===== src/rtl/izh_neuron_scheduler_if.sv =====
// Handshake bundle between the Izhikevich neuron scheduler, the shared
// update datapath it drives, and the downstream spike-event consumer.
interface izh_neuron_scheduler_if #(
  parameter int N_NEURONS = 4
);
  logic                           dp_start;
  logic signed [17:0]             dp_v_o;
  logic signed [17:0]             dp_u_o;
  logic [3:0]                     dp_a_o;
  logic [3:0]                     dp_b_o;
  logic [7:0]                     dp_i_o;
  logic                           dp_done;
  logic signed [17:0]             dp_v_i;
  logic signed [17:0]             dp_u_i;
  logic                           dp_spike_i;
  logic                           spk_valid;
  logic [$clog2(N_NEURONS)-1:0]   spk_id;
  logic                           spk_ready;

  modport master (
    output dp_start, dp_v_o, dp_u_o, dp_a_o, dp_b_o, dp_i_o,
    input  dp_done, dp_v_i, dp_u_i, dp_spike_i,
    output spk_valid, spk_id,
    input  spk_ready
  );

  modport slave (
    input  dp_start, dp_v_o, dp_u_o, dp_a_o, dp_b_o, dp_i_o,
    output dp_done, dp_v_i, dp_u_i, dp_spike_i,
    input  spk_valid, spk_id,
    output spk_ready
  );
endinterface


===== src/rtl/izh_neuron_scheduler.sv =====
// Time-multiplexed Izhikevich neuron scheduler: holds per-neuron state and
// parameters, sweeps all neurons through one shared update datapath per tick,
// and queues spiking neuron indices in a first-word fall-through FIFO.
module izh_neuron_scheduler #(
  parameter int N_NEURONS  = 4,
  parameter int FIFO_DEPTH = 4
) (
  input  logic                         clk,
  input  logic                         rst_n,
  input  logic                         ena,
  input  logic                         tick,
  input  logic                         cfg_we,
  input  logic [$clog2(N_NEURONS)-1:0] cfg_addr,
  input  logic [3:0]                   cfg_a,
  input  logic [3:0]                   cfg_b,
  input  logic [7:0]                   cfg_i,
  input  logic                         clr_flags,
  output logic                         busy,
  output logic                         sweep_done,
  output logic                         overrun,
  output logic                         overflow,
  izh_neuron_scheduler_if.master       bus
);
  localparam int IW = $clog2(N_NEURONS);
  localparam int AW = $clog2(FIFO_DEPTH);
  localparam logic [IW-1:0] LAST_IDX = IW'(N_NEURONS - 1);
  localparam logic signed [17:0] V_RST = 18'sh34CCD;  // -0.7 in 2.16
  localparam logic signed [17:0] U_RST = 18'sh3CCCD;  // -0.2 in 2.16

  typedef enum logic [1:0] {IDLE, ISSUE, WAIT} state_t;

  state_t                 state;
  logic [IW-1:0]          idx;
  logic signed [17:0]     v_mem [N_NEURONS];
  logic signed [17:0]     u_mem [N_NEURONS];
  logic [3:0]             a_mem [N_NEURONS];
  logic [3:0]             b_mem [N_NEURONS];
  logic [7:0]             i_mem [N_NEURONS];

  logic [IW-1:0]          fifo_mem [FIFO_DEPTH];
  logic [AW:0]            wr_ptr;
  logic [AW:0]            rd_ptr;

  logic                   accept;
  logic                   last;
  logic                   launch;
  logic [IW-1:0]          next_idx;
  logic                   empty;
  logic                   full;
  logic                   push;
  logic                   pop;
  logic                   push_ok;

  // A result is only taken while waiting and enabled; stray dp_done is ignored.
  assign accept   = ena && (state == WAIT) && bus.dp_done;
  assign last     = (idx == LAST_IDX);
  assign launch   = ena && (((state == IDLE) && tick) || (accept && !last));
  assign next_idx = (state == IDLE) ? '0 : idx + 1'b1;
  assign busy     = (state != IDLE);

  assign empty    = (wr_ptr == rd_ptr);
  assign full     = (wr_ptr[AW] != rd_ptr[AW]) && (wr_ptr[AW-1:0] == rd_ptr[AW-1:0]);
  assign push     = accept && bus.dp_spike_i;
  assign pop      = ena && !empty && bus.spk_ready;
  // When full, a same-cycle pop frees the slot being written, so both succeed.
  assign push_ok  = push && (!full || pop);

  assign bus.spk_valid = !empty;
  assign bus.spk_id    = fifo_mem[rd_ptr[AW-1:0]];

  // Sweep sequencer: IDLE -> (ISSUE -> WAIT) per neuron -> IDLE with sweep_done.
  always_ff @(posedge clk or negedge rst_n) begin
    if (!rst_n) begin
      state        <= IDLE;
      idx          <= '0;
      bus.dp_start <= 1'b0;
      sweep_done   <= 1'b0;
    end else begin
      sweep_done <= 1'b0;
      if (ena) begin
        case (state)
          IDLE: begin
            if (tick) begin
              state        <= ISSUE;
              idx          <= '0;
              bus.dp_start <= 1'b1;
            end
          end
          ISSUE: begin
            state        <= WAIT;
            bus.dp_start <= 1'b0;
          end
          WAIT: begin
            if (bus.dp_done) begin
              if (last) begin
                state      <= IDLE;
                sweep_done <= 1'b1;
              end else begin
                idx          <= idx + 1'b1;
                state        <= ISSUE;
                bus.dp_start <= 1'b1;
              end
            end
          end
          default: begin
            state        <= IDLE;
            bus.dp_start <= 1'b0;
          end
        endcase
      end
    end
  end

  // Neuron membrane/recovery state, written back from the datapath result.
  always_ff @(posedge clk or negedge rst_n) begin
    if (!rst_n) begin
      for (int k = 0; k < N_NEURONS; k++) begin
        v_mem[k] <= V_RST;
        u_mem[k] <= U_RST;
      end
    end else if (accept) begin
      v_mem[idx] <= bus.dp_v_i;
      u_mem[idx] <= bus.dp_u_i;
    end
  end

  // Per-neuron parameters; writes act regardless of ena or sweep progress.
  always_ff @(posedge clk or negedge rst_n) begin
    if (!rst_n) begin
      for (int k = 0; k < N_NEURONS; k++) begin
        a_mem[k] <= '0;
        b_mem[k] <= '0;
        i_mem[k] <= '0;
      end
    end else if (cfg_we) begin
      a_mem[cfg_addr] <= cfg_a;
      b_mem[cfg_addr] <= cfg_b;
      i_mem[cfg_addr] <= cfg_i;
    end
  end

  // Snapshot the dispatched neuron so the datapath sees stable operands
  // from ISSUE until its result is accepted, even across config writes.
  always_ff @(posedge clk) begin
    if (launch) begin
      bus.dp_v_o <= v_mem[next_idx];
      bus.dp_u_o <= u_mem[next_idx];
      bus.dp_a_o <= a_mem[next_idx];
      bus.dp_b_o <= b_mem[next_idx];
      bus.dp_i_o <= i_mem[next_idx];
    end
  end

  // Spike FIFO pointers; one extra wrap bit distinguishes full from empty.
  always_ff @(posedge clk or negedge rst_n) begin
    if (!rst_n) begin
      wr_ptr <= '0;
      rd_ptr <= '0;
    end else begin
      if (push_ok) wr_ptr <= wr_ptr + 1'b1;
      if (pop)     rd_ptr <= rd_ptr + 1'b1;
    end
  end

  // Spike FIFO storage.
  always_ff @(posedge clk) begin
    if (push_ok) fifo_mem[wr_ptr[AW-1:0]] <= idx;
  end

  // Sticky error flags; a new set event beats a same-cycle clear.
  always_ff @(posedge clk or negedge rst_n) begin
    if (!rst_n) begin
      overrun  <= 1'b0;
      overflow <= 1'b0;
    end else begin
      if (tick && busy)             overrun <= 1'b1;
      else if (clr_flags)           overrun <= 1'b0;
      if (push && full && !pop)     overflow <= 1'b1;
      else if (clr_flags)           overflow <= 1'b0;
    end
  end
endmodule

===== src/flat_wrapper.sv =====
// flat-port wrapper written by rule: the top's interface ports become plain ports
module izh_neuron_scheduler_flat 
#(
  parameter int N_NEURONS  = 4,
  parameter int FIFO_DEPTH = 4
)
  (clk, rst_n, ena, tick, cfg_we, cfg_addr, cfg_a, cfg_b, cfg_i, clr_flags, busy, sweep_done, overrun, overflow, bus_dp_start, bus_dp_v_o, bus_dp_u_o, bus_dp_a_o, bus_dp_b_o, bus_dp_i_o, bus_dp_done, bus_dp_v_i, bus_dp_u_i, bus_dp_spike_i, bus_spk_valid, bus_spk_id, bus_spk_ready);
  izh_neuron_scheduler_if #(.N_NEURONS(N_NEURONS)) bus_i ();
  input  logic clk;
  input  logic rst_n;
  input  logic ena;
  input  logic tick;
  input  logic cfg_we;
  input  logic [$clog2(N_NEURONS)-1:0] cfg_addr;
  input  logic [3:0] cfg_a;
  input  logic [3:0] cfg_b;
  input  logic [7:0] cfg_i;
  input  logic clr_flags;
  output logic busy;
  output logic sweep_done;
  output logic overrun;
  output logic overflow;
  output wire logic [$bits(bus_i.dp_start)-1:0] bus_dp_start;
  output wire logic [$bits(bus_i.dp_v_o)-1:0] bus_dp_v_o;
  output wire logic [$bits(bus_i.dp_u_o)-1:0] bus_dp_u_o;
  output wire logic [$bits(bus_i.dp_a_o)-1:0] bus_dp_a_o;
  output wire logic [$bits(bus_i.dp_b_o)-1:0] bus_dp_b_o;
  output wire logic [$bits(bus_i.dp_i_o)-1:0] bus_dp_i_o;
  input wire logic [$bits(bus_i.dp_done)-1:0] bus_dp_done;
  input wire logic [$bits(bus_i.dp_v_i)-1:0] bus_dp_v_i;
  input wire logic [$bits(bus_i.dp_u_i)-1:0] bus_dp_u_i;
  input wire logic [$bits(bus_i.dp_spike_i)-1:0] bus_dp_spike_i;
  output wire logic [$bits(bus_i.spk_valid)-1:0] bus_spk_valid;
  output wire logic [$bits(bus_i.spk_id)-1:0] bus_spk_id;
  input wire logic [$bits(bus_i.spk_ready)-1:0] bus_spk_ready;
  assign bus_dp_start = bus_i.dp_start;
  assign bus_dp_v_o = bus_i.dp_v_o;
  assign bus_dp_u_o = bus_i.dp_u_o;
  assign bus_dp_a_o = bus_i.dp_a_o;
  assign bus_dp_b_o = bus_i.dp_b_o;
  assign bus_dp_i_o = bus_i.dp_i_o;
  assign bus_i.dp_done = bus_dp_done;
  assign bus_i.dp_v_i = bus_dp_v_i;
  assign bus_i.dp_u_i = bus_dp_u_i;
  assign bus_i.dp_spike_i = bus_dp_spike_i;
  assign bus_spk_valid = bus_i.spk_valid;
  assign bus_spk_id = bus_i.spk_id;
  assign bus_i.spk_ready = bus_spk_ready;
  izh_neuron_scheduler #(.N_NEURONS(N_NEURONS), .FIFO_DEPTH(FIFO_DEPTH)) u_core (.clk(clk), .rst_n(rst_n), .ena(ena), .tick(tick), .cfg_we(cfg_we), .cfg_addr(cfg_addr), .cfg_a(cfg_a), .cfg_b(cfg_b), .cfg_i(cfg_i), .clr_flags(clr_flags), .busy(busy), .sweep_done(sweep_done), .overrun(overrun), .overflow(overflow), .bus(bus_i));
endmodule

===== config.mk =====
export PLATFORM = sky130hd
export DESIGN_NAME = izh_neuron_scheduler_flat
export DESIGN_NICKNAME = d
export VERILOG_FILES = /design/src/rtl/izh_neuron_scheduler_if.sv /design/src/rtl/izh_neuron_scheduler.sv /design/src/flat_wrapper.sv
export SDC_FILE = /design/constraint.sdc
export NUM_CORES = 1
export LEC_CHECK = 0
export ABC_AREA = 0
export CAP_MARGIN = 15
export CELL_PAD_IN_SITES_DETAIL_PLACEMENT = 0
export CELL_PAD_IN_SITES_GLOBAL_PLACEMENT = 1
export CORE_UTILIZATION = 51
export CTS_CLUSTER_DIAMETER = 40
export CTS_CLUSTER_SIZE = 10
export DETAILED_ROUTE_END_ITERATION = 10
export HOLD_SLACK_MARGIN = 0.12
export PLACE_DENSITY = 0.89
export SYNTH_ARGS = -nofsm -noshare
export SYNTH_HDL_FRONTEND = slang
export SYNTH_SLANG_ARGS = --single-unit

===== constraint.sdc =====
create_clock -name clk -period 7.1 [get_ports clk]
set_input_delay 2.13 -clock clk [delete_from_list [all_inputs] [get_ports clk]]
set_output_delay 2.13 -clock clk [all_outputs]
set_load 0.05 [all_outputs]

# Word level (Yosys, flattened, before mapping)
# Memory sizes are Yosys's and may differ from the RTL's.
# Index checks and enable logic that the tools add are counted.
# totals
output_inout_bits	60
inputBits	63
n_memories	1
regBits	274
mem_bits_rw	8
elab_cells	131
# memory_table
memory	depth	width	rd	rd_ports_with_merged_regs	wr	line	rtl
u_core.fifo_mem	4	2	1	0	1	izh_neuron_scheduler.sv:40	logic [IW-1:0] fifo_mem [FIFO_DEPTH];
# op_classes
n_eq_ne	9
n_mux	48
magnitude_cmp	5
n_reduce_logical	29
bitwise	3
addsub	3
# op_table
op	count
$bwmux W72	2
$mux W18	5
$bmux W18 S2	2
$demux W18 S2	1
$bwmux W16	2
$bwmux W32	1
$mux W8	3
$mux W4	5
$bmux W4 S2	2
$bmux W8 S2	1
$demux W8 S2	1
$logic_and A1 B1 Y1	15
$mux W1	13
$mux W2	6
$ge A3 B3 Y1 const B	3
$not A2 Y3	3
$demux W4 S2	1
$reduce_bool A2 Y1	4
$add A3 B1 Y3 const B	2
$lt A3 B1 Y1 const B	2
$ne A2 B2 Y1 const B	3
$pmux W2 S3	1
$reduce_and A5 Y1	1
$eq A2 B2 Y1 const B	2
12 further kinds	16

# Longest topological paths before layout
# Gate-level depths: netlist of the first run.
# depth
depth_word	8
mapped_depth	7
mapped_depth_nobuf	5

# Least setup slack after synthesis of the first run
# No wires, ideal clock.
# synth_timing
kind	input port to flip-flop
start	in tick
end	reg u_core.bus.dp_a_o[0], enable pin
cell_stages	3
setup_slack_ps	3264
setup_time_ps	407
path_buffers	0
required_ps	6693
arrival_ps	3429
cell_sequence	nor2b_1 > o211ai_1 > inv_1
# synth_via
elab_chain_len	3
# synth_lines
element	line	rtl
from (decl)	flat_wrapper.sv:12	input logic tick;
$logic_and A1 B1 Y1	izh_neuron_scheduler.sv:57	assign launch = ena && (((state == IDLE) && tick) || (accept && !last));
$logic_or A1 B1 Y1	izh_neuron_scheduler.sv:57	
$logic_and A1 B1 Y1	izh_neuron_scheduler.sv:57	
net u_core.launch	izh_neuron_scheduler.sv:46	logic launch;
to (signal assigned)	izh_neuron_scheduler.sv:148	bus.dp_a_o <= a_mem[next_idx];
to (decl)	izh_neuron_scheduler_if.sv:21	output dp_start, dp_v_o, dp_u_o, dp_a_o, dp_b_o, dp_i_o,
# The timed path passes the listed nets, and every way through them passes these cells.
# A chain may end at the register's enable or synchronous reset.

# Worst setup path after layout of the first run
# layout_timing
start	reg u_core.rd_ptr[0]
end	out bus_spk_id[1]
# layout_via
elab_chain_len	1
# layout_lines
element	line	rtl
from (decl)	izh_neuron_scheduler.sv:42	logic [AW:0] rd_ptr;
from (signal assigned)	izh_neuron_scheduler.sv:161	if (pop) rd_ptr <= rd_ptr + 1'b1;
$mem_v2 Z4 W2	n/a	
to (decl)	flat_wrapper.sv:34	output wire logic [$bits(bus_i.spk_id)-1:0] bus_spk_id;
# No other way between the ends.

==> results of run 1 <==
-- state kept, by name, indices dropped and copies added (netlist names), 2 cells and up --
signal             flops
u_core.bus.dp_i_o      8
u_core.v_mem          72
u_core.idx             2
u_core.rd_ptr          3
u_core.wr_ptr          3
u_core.fifo_mem        8
u_core.bus.dp_v_o     18
u_core.bus.dp_u_o     18
u_core.a_mem          16
u_core.bus.dp_a_o      4
u_core.i_mem          32
u_core.state           2
u_core.bus.dp_b_o      4
u_core.u_mem          72
u_core.b_mem          16
-- cells by family (layout without fill, tap and decap cells) --
group                    after synthesis  in the layout  share of synthesized area, %
flip-flops                           282            282                          58.8
multiplexers                         212            212                          22.6
AND/OR/NAND/NOR                      186            186                          7.81
AO/OA/AOI/OAI                        115            115                          6.21
buffers and inverters                 61            217                          3.22
adder cells (fa/ha/maj)                9              9                         0.888
XOR/XNOR                               7              7                         0.483
other                                  0              1                             0
-- stage by stage --
stage / area (um2) / worst slack (ps)
floorplan: 12700 / 3260
global placement: 14000 / 2940
detailed placement: 14000 / 2880
CTS: 15500 / 2650
global route: 15500 / 2600
finish: 15500 / 2680
-- path summary, 6_finish.rpt --
path                                       start              endpoint  slack [ps]
worst max-delay path            u_core.rd_ptr[0]         bus_spk_id[1]        2680
worst min-delay path            u_core.rd_ptr[2]      u_core.rd_ptr[2]         490
worst max register to register     u_core.idx[0]  u_core.bus.dp_v_o[7]        4200
worst min register to register  u_core.rd_ptr[2]      u_core.rd_ptr[2]         490
max in group asynchronous                  rst_n       u_core.v_mem[1]        4070
min in group asynchronous                  rst_n      u_core.rd_ptr[2]        1700
-- layer usage --
metal / routed length [um] / track usage [%] / part of all wire (%)
met1: 11600 / 27.8 / 45
met2: 12700 / 35.0 / 49
met3: 1110 / 3.56 / 4.2
met4: 554 / 7.30 / 2.1
met5: 0 / 0 / 0
-- report_power, final --
part	total (uW)	internal [uW]	leakage (uW)	switching (uW)
sequential	2660	2370	0.00316	290
clock	2090	1360	0.000707	735
combinational	2300	986	0.00278	1320
total	7060	4710	0.00664	2340
-- layout make-up --
type,instances,area [um2],share of cell area [%]
antenna,1,2.50,0.0162
clock buffer,58,1220,7.92
clock inverter,20,221,1.43
inverter,9,33.8,0.218
multi-input combinational,529,4820,31.2
sequential,282,7470,48.3
tap,324,405,2.62
timing repair buffer,130,1290,8.32
-- cells in the final DEF (no fill, tap or decap), types with 5 or more instances in the layout --
cell             Yosys  final
clkbuf_1             9      8
ha_1                 9      9
edfxtp_1            60     60
clkdlybuf4s50_1      0    121
a31oi_1             52     52
mux2_2              91     91
dfstp_2             84     84
buf_4                1      8
inv_1                9      8
dfrtp_1            138    137
o21ai_0              5      5
clkbuf_8             0      5
nor2b_1             53     53
nand2_1            109    108
clkbuf_16            0     45
mux2_4             119    119
a211oi_1            52     52
clkinv_2             0      8
xor2_1               5      5
==> results.md, run 1 <==
* Status: finished, final reports clean
* Worst EP arrival at 2290 ps
* Count leader, synth: dfrtp_1
* Slew HR at 33.7%
* Worst Max-Slew Pin Slew at 991 ps
* Critical path buffers and inverters at 1
* Setup violators final at 0
* Overall Global Routing Usage at 21.0%
* Synthesized area at 12700 um2
* Critical path peak fanout at 5
* Power Dens Cells at 456 nW/um2
* CTS Buf Count at 43
* CP delay by family, top: buffers and inverters
* Clock Skew at 21.0 ps
* Fraction of layout cells with a size suffix above 1 at 37.9%
* Initial antenna violation count at 1
* Slowest stage delay, CP at 710 ps
* Post-synth top cells: dfrtp_1 (138), mux2_4 (119), nand2_1 (109), mux2_2 (91), dfstp_2 (84)
* Grt total ovfl at 0
* Drt first-iter violations at 400
* Port-buffer cells at 122
* DRC violations left at 0
* Tmin final at 4420 ps
* Clock Tree Root: clkbuf_16
* CP Data Required Time at 4970 ps
* Dpl hpwl at 14400 um
* H-tree levels at 2
* Nets at 1067
* Hold Buf Count CTS at 0
* Fin util at 63.4%
* Yosys warns at 0
* DIE AREA at 25500 um2
* CTS max path bufs at 3
* Post-synth top area cell: dfrtp_1
* Syn avg cell area at 14.5 um2
* Total of max-cap violations at 0
* Max-slew violation count at 0
* Unique masters post-synth at 40
* Setup repair bufs after CTS at 0
* Post-route ant nets at 0
* Worst ir drop on vdd at 0.268 mV
* Syn Nets at 944
* TritonRoute pass-1 iters at 4
* Sum Neg Setup Slack at 0 ps
* Worst-skew pair later-pin latency at 520 ps
* Largest net degree at the start of global routing at 130
* PnR Total Power at 7060 uW
* Placement Rows at 57
* WL/cell at 19.2 um
* Pleak at 0.00664 uW
* Dominant cells by area after synthesis: dfrtp_1 (27%), dfstp_2 (17%), edfxtp_1 (14%)
* Hold_ws at 488 ps
* First-pass GRT wire length at 42200 um
* CTS tree: yes
* Number of cells on the critical path at 2
* Worst Setup End Kind: output port
* Area fraction of the dominant cell type after synthesis at 27.2%
* RSZ-0062 raised after global routing: false
* FFs w/ async S/R, synth at 78.7%
* Register area share after synthesis at 58.8%
* Fin cells at 1353
* Routed via count at 7404
* Period utilization at 62.2%
* DP Cell Count at 1274
* Die Wd at 160 um
* CP startpoint kind: register
* Crit path kind: reg -> out
* Post-CTS resize count at 0
* Clock-pin slew on the worst setup and hold paths at 50 ps
* Reg2Reg Depth at 5
* EDFF count, synth at 60
* Critical path cell sequence: mux4_1 > clkdlybuf4s50_1
* Cell count after synthesis at 872
* Die height at 160 um
* Vias/cell at 5.47
* Final number of hold-violating endpoints at 0
* Total wire length at 26000 um
* Clock sink count at 282
* Vias in the first global route at 7717
* Hold Crit Class: reg -> reg
* Area grow syn2layout at 21.9%
* CP max stage cell: clkdlybuf4s50_1
* GPL Wtd Cong at 0.741
* Post-synth top flop: dfrtp_1
* Core area at 24400 um2
* Starting Density at 52.0%
* IO Count at 123
* Fmax at 226 MHz
* Min-Delay Path Depth at 1
* # fillers at 1806
* Flops & latches, synth at 282
(Power assumes the default switching activity.)
==> run 2: changes to the inputs <==
--- a/config.mk
+++ b/config.mk
@@ -9,12 +9,12 @@
 export CAP_MARGIN = 15
 export CELL_PAD_IN_SITES_DETAIL_PLACEMENT = 0
 export CELL_PAD_IN_SITES_GLOBAL_PLACEMENT = 1
-export CORE_UTILIZATION = 51
+export CORE_UTILIZATION = 43
 export CTS_CLUSTER_DIAMETER = 40
 export CTS_CLUSTER_SIZE = 10
 export DETAILED_ROUTE_END_ITERATION = 10
 export HOLD_SLACK_MARGIN = 0.12
-export PLACE_DENSITY = 0.89
+export PLACE_DENSITY = 0.81
 export SYNTH_ARGS = -nofsm -noshare
 export SYNTH_HDL_FRONTEND = slang
 export SYNTH_SLANG_ARGS = --single-unit
==> constraint.sdc (replaced) <==
create_clock -name clk -period 3.7 [get_ports clk]
set_input_delay 1.11 -clock clk [delete_from_list [all_inputs] [get_ports clk]]
set_output_delay 1.11 -clock clk [all_outputs]
set_load 0.05 [all_outputs]
==> run 2 against run 1 <==
Critical path depth unchanged; register-to-register slack got worse by 3200 ps; flip-flop and latch count unchanged; count of clock-buffer cells in the layout increased by 5; via count decreased by 0.77%; cell area increased by 0.69%; wire length increased by 2.2%; highest routed layer is now met5.
==> results.md, run 2 (synthesized netlist as in run 1, its figures left out) <==
* Hold Buf Count CTS at 0
* IO Count at 123
* Worst EP arrival at 2330 ps
* Area of the multi-input gates at 4820 um2
* Placement Rows at 62
* Diodes inserted at 0
* Vias in the first global route at 7729
* Max-slew violation count at 0
* Period utilization at 93.0%
* Largest registers: u_core.u_mem x72, u_core.v_mem x72, u_core.i_mem x32
* CTS max path bufs at 3
* TritonRoute pass-1 iters at 4
* Total wire length at 26600 um
* Setup violators final at 0
* Clock-pin slew on the worst setup and hold paths at 50 ps
* Crit path kind: reg -> out
* DRC violations left at 0
* Nets at 1074
* Grt total ovfl at 0
* Core area at 28900 um2
* Sum Neg Setup Slack at 0 ps
* Setup repair bufs after CTS at 0
* Worst ir drop on vdd at 0.409 mV
* Initial antenna violation count at 2
* Power Dens Cells at 863 nW/um2
* CP Data Required Time at 2590 ps
* Critical path cell sequence: mux4_1 > clkdlybuf4s50_1
* Hold_sp: u_core.wr_ptr[2]
* Clock sink count at 282
* Tmin final at 3440 ps
* Status: finished, final reports clean
* Worst R2R End: u_core.bus.dp_u_o[14]
* Area grow syn2layout at 22.7%
* CP max stage cell: clkdlybuf4s50_1
* Dpl hpwl at 15800 um
* H-tree levels at 2
* Starting Density at 44.0%
* Vias/cell at 5.18
* Fraction of layout cells with a size suffix above 1 at 38.2%
* Clock Tree Root: clkbuf_16
* Critical path peak fanout at 5
* CTS Buf Count at 41
* Commonest non-fill, non-tap cell in the layout: dfrtp_1
* Pleak at 0.00665 uW
* # fillers at 2385
* Die Wd at 174 um
* RSZ-0062 raised after global routing: false
* Port-buffer cells at 122
* Post-route ant nets at 0
* Die height at 174 um
* CTS tree: yes
* Register area at 7470 um2
* PnR Total Power at 13400 uW
* Total of max-cap violations at 0
* Final number of hold-violating endpoints at 0
* Post-CTS resize count at 0
* Setup slack, reg-to-reg at 1050 ps
* Worst Max-Slew Pin Slew at 960 ps
* Routed via count at 7347
* DIE AREA at 30200 um2
* CP delay by family, top: buffers and inverters
* Worst Setup End Kind: output port
* Slew HR at 36.0%
* Critical path buffers and inverters at 1
* Overall Global Routing Usage at 17.9%
* Fmax at 291 MHz
* WL/cell at 18.7 um
* Slowest stage delay, CP at 720 ps
* Reg2Reg Depth at 6
* Largest net degree at the start of global routing at 84
* Leading cell types in the layout, fill and taps excluded: dfrtp_1 (137), clkdlybuf4s50_1 (121), mux2_4 (119)
* Drt first-iter violations at 397
* Worst-skew pair later-pin latency at 520 ps
* CP startpoint kind: register
* Clock Skew at 9.29 ps
* GPL Wtd Cong at 0.736
* Hold endpoint: u_core.wr_ptr[2]
* Worst R2R Start: u_core.idx[0]
* First-pass GRT wire length at 42700 um
* Min-Delay Path Depth at 1
* Hold Crit Class: reg -> reg
==> run 2: changes by cell type in the layout (fill, tap and decap cells not counted), moves of 2 or more <==
| cell | before | now |
|---|---|---|
| buf_4 | 8 | 13 |
| bufinv_16 | 4 | 1 |
| clkbuf_1 | 8 | 11 |
| clkbuf_8 | 5 | 8 |
| clkinv_2 | 8 | 5 |
| buf_12 | 0 | 4 |
| clkinvlp_4 | 3 | 5 |
==> run 2: layout make-up <==
| type | instances | area share (%) |
|---|---|---|
| flip-flops and latches | 282 | 48.0 |
| clock inverters | 13 | 0.707 |
| inverters | 9 | 0.217 |
| repair buffers | 139 | 9.02 |
| multi-input cells | 529 | 31.0 |
| clock buffers | 63 | 8.04 |
| well taps | 384 | 3.09 |
==> run 2: metrics by stage <==
stage / util (%) / instance area (um2) / hold WS [ps] / std cells / setup slack, ps
after CTS: 53.9 / 15600 / 493 / 1419 / 221
after floorplan: - / 12700 / 461 / 872 / 884
after global placement: 49.2 / 14200 / 475 / 1343 / 620
final: 53.9 / 15600 / 492 / 1419 / 258
after global routing: 53.9 / 15600 / 509 / 1419 / 193
after detailed placement: 49.2 / 14200 / 483 / 1343 / 597
==> run 2: worst max path at each step <==
| stage | to | depth (start not counted) | from | slack, ps |
|---|---|---|---|---|
| after global routing | bus_spk_id[1] | 2 | u_core.rd_ptr[0] | 190 |
| after CTS | bus_spk_id[1] | 2 | u_core.rd_ptr[0] | 220 |
| after detailed placement | u_core.u_mem[44] | 4 | ena | 600 |
| after global placement | u_core.u_mem[41] | 4 | ena | 620 |
| after floorplan | u_core.bus.dp_a_o[0] | 3 | tick | 880 |
| final | bus_spk_id[1] | 2 | u_core.rd_ptr[0] | 260 |
==> run 2: power breakdown <==
| part | switching (uW) | internal, uW |
|---|---|---|
| Clock | 1370 | 2410 |
| Sequential | 559 | 4550 |
| Combinational | 2580 | 1970 |
==> run 2: per-layer routing <==
| metal | share of wire [%] | GRT usage, % | vias to the layer above | routed length, um |
|---|---|---|---|---|
| li1 | - | - | 3413 | - |
| met5 | 0.041 | 0 | - | 11 |
| met1 | 45 | 23.4 | 3747 | 11900 |
| met3 | 4.5 | 3.71 | 46 | 1210 |
| met2 | 49 | 30.3 | 139 | 13000 |
| met4 | 1.9 | 4.50 | 2 | 500 |
==> patch, RTL diff (flow settings as in run 2) <==
Reset style: synchronous (`rst_n`), changed in 5 clocked blocks.
--- a/src/rtl/izh_neuron_scheduler.sv
+++ b/src/rtl/izh_neuron_scheduler.sv
@@ -71,3 +71,3 @@
   // Sweep sequencer: IDLE -> (ISSUE -> WAIT) per neuron -> IDLE with sweep_done.
-  always_ff @(posedge clk or negedge rst_n) begin
+  always_ff @(posedge clk) begin
     if (!rst_n) begin
@@ -114,3 +114,3 @@
   // Neuron membrane/recovery state, written back from the datapath result.
-  always_ff @(posedge clk or negedge rst_n) begin
+  always_ff @(posedge clk) begin
     if (!rst_n) begin
@@ -127,3 +127,3 @@
   // Per-neuron parameters; writes act regardless of ena or sweep progress.
-  always_ff @(posedge clk or negedge rst_n) begin
+  always_ff @(posedge clk) begin
     if (!rst_n) begin
@@ -154,3 +154,3 @@
   // Spike FIFO pointers; one extra wrap bit distinguishes full from empty.
-  always_ff @(posedge clk or negedge rst_n) begin
+  always_ff @(posedge clk) begin
     if (!rst_n) begin
@@ -170,3 +170,3 @@
   // Sticky error flags; a new set event beats a same-cycle clear.
-  always_ff @(posedge clk or negedge rst_n) begin
+  always_ff @(posedge clk) begin
     if (!rst_n) begin
Check against the original RTL: not equivalent (a bounded check fails within 4 cycles, from zero or initial values and one cycle with rst_n low).
==> patch against run 2 <==
- critical path depth up 1
- routed wire length down 3.0%
- sequential cell count up 2
- die area down 4.9%
- worst setup slack better by 0.15 ns
- final area down 3.6%
- synthesized area down 5.0%
- non-clock buffer count up 14
Power is not compared: it rests on default switching activity, and its combinational part moved more than twofold at a synthesized area within 25%.
==> patch: results (changes against run 2) <==
Non-CTS buffers=153 (was 139); multi-input gates=555 (was 529); total wire length=25,800 microns (was 26,600 microns); slowest stage delay, CP=0.80 ns (was 0.72 ns); largest net degree at the start of global routing=98 (was 84); invs w/o clock=5 (was 9); hpwl dp=15,300 microns (was 15,800 microns); clkbuf count=46 (was 63); mux share of post-synthesis cell area=0.623% (was 22.6%); ClkCell Share=8.21% (was 8.75%); Non-clock buffer share=9.99% (was 9.02%); first-pass GRT wire length=39,800 microns (was 42,700 microns); Synth area leaders=edfxtp_1 (67%), and2_1 (5.1%), nand2b_1 (4.3%), nand2_1 (3.7%), a211oi_1 (3.2%) (was dfrtp_1 (27%), dfstp_2 (17%), edfxtp_1 (14%), mux2_4 (14%), mux2_2 (8.1%)); CTS Buf Count=39 (was 41); drt first-iter violations=470 (was 397); vias in the first global route=7,376 (was 7,729); Reg area=8370 sq um (was 7470 sq um); EDFF count, synth=268 (was 60); Nets=1,107 (was 1,074); via density per instance=5.08 (was 5.18); commonest cells in the netlist=edfxtp_1 (268), nand2_1 (120), and2_1 (98), nand2b_1 (82), nor2b_1 (54) (was dfrtp_1 (138), mux2_4 (119), nand2_1 (109), mux2_2 (91), dfstp_2 (84)); gp weighted congestion=0.729 (was 0.736); CTS sink cnt=284 (was 282); sequential area share after synthesis=69.4% (was 58.8%); Total GRT Usage=18.1% (was 17.9%); Multi-input gate area=3420 sq um (was 4820 sq um); Synth Area in Adders=0.623% (was 0.888%); Worst-Margin Slew=1.09 ns (was 0.960 ns); critical path arrival=2.18 ns (was 2.33 ns); worst setup path endpoint=bus_spk_valid (was bus_spk_id[1]); Synth Area in XOR/XNOR=0.436% (was 0.483%); Hold Path Sink=u_core.overrun (was u_core.wr_ptr[2]); worst r2r src=u_core.idx[0] (unchanged); status=complete, no violations (unchanged)
patch: tightest hold or removal path, cell delays in order, from the launching register on:
cell and delay, ns:
dfxtp_1 0.32, nand2_1 0.05, a21oi_1 0.06
patch: metal layers:
metal / up-vias / routed length [microns] / global-route usage (%)
met5: - / 11 / 0
met4: 2 / 643 / 6.23
met3: 50 / 1230 / 3.22
met2: 195 / 12500 / 31.1
met1: 3518 / 11400 / 23.2
li1: 3518 / - / -
patch: metrics by stage:
stage | cells | cell area [sq um] | total power, mW | setup WS (ns)
2_1_floorplan | 904 | 12100 | 4.09 | 0.408
3_3_place_gp | 1369 | 13800 | 4.35 | 0.412
3_5_place_dp | 1369 | 13800 | 4.36 | 0.396
4_1_cts | 1433 | 15000 | 7.91 | 0.382
5_1_grt | 1433 | 15000 | 8.07 | 0.268
6_report | 1433 | 15000 | 7.85 | 0.407
